[config.mk]
export PLATFORM = sky130hd
export DESIGN_NAME = mesi_isc_bcast_monitor
export DESIGN_NICKNAME = d
export VERILOG_FILES = /design/src/rtl/mesi_isc_mon_pkg.sv /design/src/rtl/mesi_isc_mon_prio_enc.sv /design/src/rtl/mesi_isc_bcast_monitor.sv
export SDC_FILE = /design/constraint.sdc
export NUM_CORES = 1
export LEC_CHECK = 0
export CAP_MARGIN = 40
export CORE_MARGIN = 2
export CORE_UTILIZATION = 44
export DETAILED_ROUTE_END_ITERATION = 12
export GPL_ROUTABILITY_DRIVEN = 0
export GPL_TIMING_DRIVEN = 0
export PLACE_DENSITY = 0.81
export SETUP_SLACK_MARGIN = 0.15
export SYNTH_ARGS = -nofsm -noshare
export SYNTH_HDL_FRONTEND = slang
export SYNTH_SLANG_ARGS = --single-unit
[constraint.sdc]
create_clock -name clk -period 4.29 [get_ports clk]
set_clock_uncertainty 0.2 [all_clocks]
set_input_delay 0.6435 -clock clk [delete_from_list [all_inputs] [get_ports clk]]
set_output_delay 0.6435 -clock clk [all_outputs]
set_load 0.01 [all_outputs]
[src/rtl/mesi_isc_mon_pkg.sv]
// Shared definitions for the mesi_isc broadcast monitor: bus command
// encodings, error codes and FSM states.
package mesi_isc_mon_pkg;

  // Main-bus commands issued by the cores
  localparam logic [2:0] MBUS_NOP      = 3'd0;
  localparam logic [2:0] MBUS_WR       = 3'd1;
  localparam logic [2:0] MBUS_RD       = 3'd2;
  localparam logic [2:0] MBUS_WR_BROAD = 3'd3;
  localparam logic [2:0] MBUS_RD_BROAD = 3'd4;

  // Coherence-bus commands issued by the ISC
  localparam logic [2:0] CBUS_NOP      = 3'd0;
  localparam logic [2:0] CBUS_WR_SNOOP = 3'd1;
  localparam logic [2:0] CBUS_RD_SNOOP = 3'd2;
  localparam logic [2:0] CBUS_EN_WR    = 3'd3;
  localparam logic [2:0] CBUS_EN_RD    = 3'd4;

  typedef enum logic [2:0] {
    ERR_NONE       = 3'd0,
    ERR_TIMEOUT    = 3'd1,
    ERR_SNOOP_TYPE = 3'd2,
    ERR_SNOOP_SELF = 3'd3,
    ERR_ADDR       = 3'd4,
    ERR_OVERLAP    = 3'd5,
    ERR_SPUR_ACK   = 3'd6,
    ERR_ENABLE     = 3'd7
  } err_code_e;

  typedef enum logic [1:0] {
    ST_IDLE    = 2'd0,
    ST_ACTIVE  = 2'd1,
    ST_WAIT_EN = 2'd2
  } state_e;

endpackage

[src/rtl/mesi_isc_mon_prio_enc.sv]
// Lowest-index-wins priority encoder with a valid flag.
module mesi_isc_mon_prio_enc #(
  parameter int WIDTH = 4,
  localparam int IDX_W = (WIDTH > 1) ? $clog2(WIDTH) : 1
) (
  input  logic [WIDTH-1:0] req,
  output logic             valid,
  output logic [IDX_W-1:0] idx
);

  // Scan from the top down so the lowest set bit is the last to write idx
  always_comb begin
    // NOTE: every output of a combinational block gets a default first so no latch is inferred.
    valid = |req;
    idx   = '0;
    for (int i = WIDTH - 1; i >= 0; i--) begin
      if (req[i]) idx = IDX_W'(i);
    end
  end

endmodule

[src/rtl/mesi_isc_bcast_monitor.sv]
// Protocol monitor for mesi_isc broadcasts: follows each accepted
// WR_BROAD/RD_BROAD through snoops, acks and the final enable, and reports
// protocol violations as coded one-cycle pulses with sticky status and counters.
module mesi_isc_bcast_monitor #(
  parameter int NUM_CORES  = 4,
  parameter int ADDR_WIDTH = 32,
  parameter int TIMEOUT    = 10,
  parameter int CNT_WIDTH  = 16
) (
  input  logic                            clk,
  input  logic                            rst,
  input  logic [3*NUM_CORES-1:0]          mbus_cmd_i,
  input  logic [ADDR_WIDTH*NUM_CORES-1:0] mbus_addr_i,
  input  logic [NUM_CORES-1:0]            mbus_ack_i,
  input  logic [3*NUM_CORES-1:0]          cbus_cmd_i,
  input  logic [ADDR_WIDTH-1:0]           cbus_addr_i,
  input  logic [NUM_CORES-1:0]            cbus_ack_i,
  output logic                            busy_o,
  output logic                            err_o,
  output logic [2:0]                      err_code_o,
  output logic [$clog2(NUM_CORES)-1:0]    err_core_o,
  output logic                            err_sticky_o,
  output logic [CNT_WIDTH-1:0]            bcast_cnt_o,
  output logic [CNT_WIDTH-1:0]            err_cnt_o
);

  import mesi_isc_mon_pkg::*;

  localparam int CORE_W = $clog2(NUM_CORES);
  localparam int TMR_W  = $clog2(TIMEOUT + 1);

  // Transaction context
  state_e                  state_q;
  logic [CORE_W-1:0]       origin_q;
  logic                    is_wr_q;
  logic [ADDR_WIDTH-1:0]   addr_q;
  logic [NUM_CORES-1:0]    snoop_mask_q;
  logic [NUM_CORES-1:0]    ack_mask_q;
  logic [TMR_W-1:0]        timer_q;

  // Per-core decode of both buses
  logic [NUM_CORES-1:0]    acc_req;
  logic [NUM_CORES-1:0]    snoop_now;
  logic [NUM_CORES-1:0]    snoop_bad;
  logic [NUM_CORES-1:0]    en_now;
  logic [NUM_CORES-1:0]    en_match;

  // Decode commands on every core against the captured transaction type
  always_comb begin
    acc_req   = '0;
    snoop_now = '0;
    snoop_bad = '0;
    en_now    = '0;
    en_match  = '0;
    for (int j = 0; j < NUM_CORES; j++) begin
      acc_req[j]   = mbus_ack_i[j] && ((mbus_cmd_i[3*j +: 3] == MBUS_WR_BROAD) ||
                                       (mbus_cmd_i[3*j +: 3] == MBUS_RD_BROAD));
      snoop_now[j] = (cbus_cmd_i[3*j +: 3] == CBUS_WR_SNOOP) ||
                     (cbus_cmd_i[3*j +: 3] == CBUS_RD_SNOOP);
      snoop_bad[j] = is_wr_q ? (cbus_cmd_i[3*j +: 3] == CBUS_RD_SNOOP)
                             : (cbus_cmd_i[3*j +: 3] == CBUS_WR_SNOOP);
      en_now[j]    = (cbus_cmd_i[3*j +: 3] == CBUS_EN_WR) ||
                     (cbus_cmd_i[3*j +: 3] == CBUS_EN_RD);
      en_match[j]  = is_wr_q ? (cbus_cmd_i[3*j +: 3] == CBUS_EN_WR)
                             : (cbus_cmd_i[3*j +: 3] == CBUS_EN_RD);
    end
  end

  // Accept arbitration: lowest requesting core wins
  logic              acc_valid;
  logic [CORE_W-1:0] acc_idx;

  mesi_isc_mon_prio_enc #(.WIDTH(NUM_CORES)) u_acc_enc (
    .req   (acc_req),
    .valid (acc_valid),
    .idx   (acc_idx)
  );

  logic                  acc_is_wr;
  logic [ADDR_WIDTH-1:0] acc_addr;

  // Pick the winning core's command type and address for capture
  always_comb begin
    acc_is_wr = 1'b0;
    acc_addr  = '0;
    for (int j = 0; j < NUM_CORES; j++) begin
      if (CORE_W'(j) == acc_idx) begin
        acc_is_wr = (mbus_cmd_i[3*j +: 3] == MBUS_WR_BROAD);
        acc_addr  = mbus_addr_i[ADDR_WIDTH*j +: ADDR_WIDTH];
      end
    end
  end

  logic [NUM_CORES-1:0]      origin_oh;
  logic [NUM_CORES-1:0]      eff_snoop;
  logic [NUM_CORES-1:0]      ack_mask_n;
  logic                      good_en;
  logic [TMR_W-1:0]          timer_inc;
  logic                      timer_hit;
  logic [7:1][NUM_CORES-1:0] err_vec;

  // Violation detection: one core vector per error code, only while tracking
  always_comb begin
    origin_oh  = NUM_CORES'(1) << origin_q;
    // An ack may arrive in the same cycle as its snoop
    eff_snoop  = snoop_mask_q | snoop_now;
    ack_mask_n = ack_mask_q | (cbus_ack_i & eff_snoop);
    good_en    = (state_q == ST_WAIT_EN) && |(en_now & en_match & origin_oh);
    // timer_q counts completed cycles since accept; timer_inc includes this one
    timer_inc  = timer_q + 1'b1;
    timer_hit  = (timer_inc == TMR_W'(TIMEOUT));
    err_vec    = '0;
    if (state_q != ST_IDLE) begin
      if (timer_hit && !good_en) err_vec[ERR_TIMEOUT] = origin_oh;
      err_vec[ERR_SNOOP_TYPE] = snoop_bad;
      err_vec[ERR_SNOOP_SELF] = snoop_now & origin_oh;
      if ((|snoop_now || |en_now) && (cbus_addr_i != addr_q)) err_vec[ERR_ADDR] = origin_oh;
      err_vec[ERR_OVERLAP]    = acc_req;
      if (state_q == ST_ACTIVE) err_vec[ERR_SPUR_ACK] = cbus_ack_i & ~eff_snoop;
      // Any enable during ACTIVE is premature; in WAIT_EN only the matching one on origin is legal
      err_vec[ERR_ENABLE]     = (state_q == ST_ACTIVE) ? en_now : (en_now & ~(en_match & origin_oh));
    end
  end

  // Lowest code wins, then lowest core within that code
  logic [6:0]           code_req;
  logic                 any_err;
  logic [2:0]           code_idx;
  err_code_e            err_code;
  logic [NUM_CORES-1:0] sel_vec;
  logic                 core_valid;
  logic [CORE_W-1:0]    core_idx;

  always_comb begin
    for (int c = 1; c <= 7; c++) code_req[c-1] = |err_vec[c];
  end

  mesi_isc_mon_prio_enc #(.WIDTH(7)) u_code_enc (
    .req   (code_req),
    .valid (any_err),
    .idx   (code_idx)
  );

  assign err_code = err_code_e'(code_idx + 3'd1);
  assign sel_vec  = err_vec[err_code];

  mesi_isc_mon_prio_enc #(.WIDTH(NUM_CORES)) u_core_enc (
    .req   (sel_vec),
    .valid (core_valid),
    .idx   (core_idx)
  );

  // Transaction FSM with registered status, error reporting and counters
  always_ff @(posedge clk) begin
    // NOTE: sequential state uses non-blocking assignments so every register samples pre-edge values.
    if (rst) begin
      state_q      <= ST_IDLE;
      origin_q     <= '0;
      is_wr_q      <= 1'b0;
      addr_q       <= '0;
      snoop_mask_q <= '0;
      ack_mask_q   <= '0;
      timer_q      <= '0;
      busy_o       <= 1'b0;
      err_o        <= 1'b0;
      err_code_o   <= ERR_NONE;
      err_core_o   <= '0;
      err_sticky_o <= 1'b0;
      bcast_cnt_o  <= '0;
      err_cnt_o    <= '0;
    end else begin
      err_o      <= any_err;
      err_code_o <= any_err ? err_code : ERR_NONE;
      err_core_o <= (any_err && core_valid) ? core_idx : '0;
      if (any_err) err_sticky_o <= 1'b1;
      if (any_err && (err_cnt_o != '1)) err_cnt_o <= err_cnt_o + 1'b1;

      case (state_q)
        ST_IDLE: begin
          if (acc_valid) begin
            state_q      <= ST_ACTIVE;
            origin_q     <= acc_idx;
            is_wr_q      <= acc_is_wr;
            addr_q       <= acc_addr;
            snoop_mask_q <= '0;
            ack_mask_q   <= '0;
            timer_q      <= '0;
            busy_o       <= 1'b1;
          end
        end
        default: begin
          if (any_err) begin
            // Abandon the transaction on any violation
            state_q      <= ST_IDLE;
            snoop_mask_q <= '0;
            ack_mask_q   <= '0;
            busy_o       <= 1'b0;
          end else begin
            timer_q <= timer_inc;
            if (state_q == ST_ACTIVE) begin
              snoop_mask_q <= eff_snoop;
              ack_mask_q   <= ack_mask_n;
              if (ack_mask_n == ~origin_oh) state_q <= ST_WAIT_EN;
            end else if (good_en) begin
              state_q      <= ST_IDLE;
              snoop_mask_q <= '0;
              ack_mask_q   <= '0;
              busy_o       <= 1'b0;
              if (bcast_cnt_o != '1) bcast_cnt_o <= bcast_cnt_o + 1'b1;
            end
          end
        end
      endcase
    end
  end

endmodule

==> qor.yml <==
run_status:
  status: "finished clean"
cells_and_area:
  fin_nets: 1181
  fin_cells: 1160
  drive_gt1_frac: 0.06991
  area_delta_synth_final_pct: 51.44
  fill_cells: 1071
detailed_routing:
  drc: 0
  vias_per_cell: 5.647
  first_pass_iters: 5
  wire_per_inst_um: 17.63
  drtAntennaViolNets: 0
  via_count: 6551
  drt_wl_total_um: 20450
  initialDrtViolationCount: 497
global_route:
  antenna_found_initial: 1
  grt.total_usage: 0.2863
  grt-ovfl-total: 0
  grt_max_degree: 16
  grt_pass1_vias: 6278
  grt_pass1_wl_um: 32380
yosys:
  synthTopCellsByCount: "116 x nor2_1, 89 x dfxtp_1, 67 x a21oi_1, 51 x xnor2_1, 49 x nand2_1"
  ys_async_sr_fraction: 0
  yosysMostFrequentCell: "nor2_1"
  yosys_register_bits: 89
  yosysWarnings: 0
  synth_top_area_cell: "dfxtp_1"
  synth_area_per_cell_um2: 7.863
  syn_nets: 938
  synth_cell_types: 67
  yosysSeqAreaShare: 0.3066
  synthCells: 739
  yosys-top-cells-area: "dfxtp_1 31%, xnor2_1 7.7%, nor2_1 7.5%"
  synth-edff-count: 0
  synth_top_area_frac: 0.3066
  ys.flop_type: "dfxtp_1"
  syn_area_mm2: 0.005811
setup_path:
  r2r_start: "origin_q[0]"
  critPathCaptureType: "flop"
  startpoint_type: "primary input"
  crit_family: "simple AND/OR/NAND/NOR gates"
  reg2reg_slack_ps: 390
  r2r_cells: 14
  path_class: "in -> reg"
  crit_path_max_incr_delay_ps: 540
  worstPathCellList: "dlygate4sd2_1, or4b_1, a21oi_2, nor4_1, or3_4, nand3_2, o211a_4, buf_8, ha_1, clkbuf_4, nor3_1, a22oi_1, a21oi_2, nor3_1, nor4_1"
  worstPathArrival_ps: 4030
  critPathBufInv: 3
  timing.rr.end: "err_core_o[1]"
  critPathSlowestCell: "or4b_1"
  crit_required_ps: 4340
  critical_path.max_fanout: 10
floorplan:
  die_h_um: 118.9
  coreArea_mm2: 0.01277
  ios: 234
  start_util: 0.4549
  die-area_mm2: 0.01414
  rows: 41
  die_x_um: 118.9
pwr:
  power_switching_mw: 0.8592
  internal-power_mw: 1.867
  ir_drop_v: 0.0002282
  p_leak_nw: 3.208
  combPwrFrac: 0.337
  p_clk_frac: 0.316
  p_per_area_mw_per_mm2: 309.8
  pwr-share-seq: 0.347
  sw_frac_of_total: 0.3151
sta:
  worst_pin_slew_ps: 792.4
  period_needed_ps: 3981
  period_share: 0.9280
  hold_viol: 0
  setup_tns_ps: 0
  rsz0062_at_grt: "no"
  fmax_mhz: 251.2
  timing.final.max_slew_violations: 0
  report.final.setup_viol: 0
  maxSlewHeadroom: 0.4718
placed_design:
  port_buffers: 229
  detailed_place_hpwl_um: 16220
  placed_cells: 1141
clock_network:
  clk_latency_ps: 360
  cts_buffers: 9
  cts_tree: "built"
  h-tree-depth: 3
  clockRootBuffer: "clkbuf_16"
  clk_pin_slew_ps: 70
  cts_buffer_depth: 2
  cts.sinks: 89
worst_hold_path:
  hold_depth: 2
  min_to: "ack_mask_q[0]"
  min_path_type: "reg -> reg"
  min_from: "ack_mask_q[0]"
run:
  max-cap-violations: 0
## worst max-delay path by stage
stage / start / to / cells past startpoint
6_report: cbus_cmd_i[7] / err_core_o[1] / 15
2_1_floorplan: cbus_cmd_i[10] / err_core_o[0] / 15
3_3_place_gp: cbus_cmd_i[5] / err_core_o[1] / 15
5_1_grt: cbus_cmd_i[7] / err_core_o[1] / 15
3_5_place_dp: cbus_cmd_i[5] / err_core_o[1] / 15
4_1_cts: cbus_cmd_i[2] / err_core_o[1] / 15
## layout by cell type (no fill, tap or decap), types with 5 or more instances in the layout
cell type and count:
nand3_1 8, and3b_1 9, and2_1 6, inv_1 13, o32ai_1 21, nor4_1 6, nand4_1 12, a21oi_1 65
a22oi_1 13, nand2_1 49, a211oi_1 23, dfxtp_1 89, nor2_1 116, and3_1 8, xnor2_1 50, nor3b_1 8
ha_1 5, or3_1 8, dlygate4sd2_1 5, nor3_1 25, clkbuf_1 33, mux2i_1 31, nor2b_1 6, clkbuf_16 9
a311oi_1 13, a31oi_1 8, buf_4 5, o21ai_0 15, clkdlybuf4s50_1 220, xor2_1 10
## per-stage QoR
| stage | setup WS (ps) | cell area [um2] | util | total power [mW] | hold slack (ps) |
|---|---|---|---|---|---|
| 6_report | 308.7 | 8800 | 0.6889 | 2.727 | 273.5 |
| 5_1_grt | 161.2 | 8800 | 0.6889 | 2.852 | 290.8 |
| 4_1_cts | 168.7 | 8695 | 0.6807 | 2.704 | 275.6 |
| 3_5_place_dp | -669.1 | 8325 | 0.6518 | 1.835 | 259.6 |
| 3_3_place_gp | -651.8 | 8318 | 0.6512 | 1.822 | 248.3 |
| 2_1_floorplan | 279.0 | 5811 | - | 1.458 | 236.7 |
## kinds of logic after synthesis
kind of cell / count (synthesis) / share of synthesized area
muxes: 36 / 0.06503
AOI/OAI and AO/OA: 193 / 0.2244
adders and majority gates: 5 / 0.01077
DFF: 89 / 0.3066
buffers and inverters: 57 / 0.04027
xor gates and xnor gates: 62 / 0.09475
and+or+nand+nor: 297 / 0.2582
## sequential cells by signal (all words and copies together), names as in the netlist, 3 cells and up
register / count
timer_q: 4
err_cnt_o: 16
addr_q: 32
snoop_mask_q: 4
err_code_o: 3
ack_mask_q: 4
bcast_cnt_o: 16
## power groups by stage
stage | logic (mW) | registers [mW] | clock network, mW
after floorplan | 0.495 | 0.963 | 0
after global placement | 0.861 | 0.962 | 0
after detailed placement | 0.870 | 0.964 | 0
after CTS | 0.891 | 0.947 | 0.867
after global routing | 0.997 | 0.954 | 0.900
final | 0.918 | 0.947 | 0.862
## area by class of cell
type	instances	area (um2)	area share
Multi-Input combinational cell	593	3915	0.4449
Timing Repair Buffer	232	2320	0.2636
Sequential cell	89	1782	0.2025
Clock buffer	10	229.0	0.02602
Tap cell	172	215.2	0.02446
Buffer	44	197.7	0.02247
Clock inverter	6	90.09	0.01024
Inverter	13	48.80	0.005545
Antenna cell	1	2.502	0.0002844
## worst register-to-register path, stage by stage (launching register included)
cell,delay (ps)
dfxtp_1,330
clkbuf_1,250
nand2_1,220
a21oi_1,90
a221oi_1,660
nor3_1,90
or2_2,330
a211oi_2,270
ha_1,310
clkbuf_4,200
nor3_1,190
a22oi_1,120
a21oi_2,150
nor3_1,70
nor4_1,300
## what timing repair did
| item | 4_1_cts | 5_1_grt |
|---|---|---|
| setup endpoints to repair | 2 | 9 |
| hold buffers | 0 | 0 |
| pin swaps | 3 | 6 |
| hold endpoints to repair | 0 | 0 |
| gates resized for setup | 17 | 26 |
| buffers inserted | 2 | 0 |
## routing by layer
metal  global-route usage  wire length, um  vias to the layer above
met3              0.05699             1261                       39
met2               0.5004            10080                      270
met4              0.09821              510                        0
li1                     -                -                     3199
met1               0.3495             8597                     3043
met5                    0                0                        -
(Power assumes the default switching activity.)
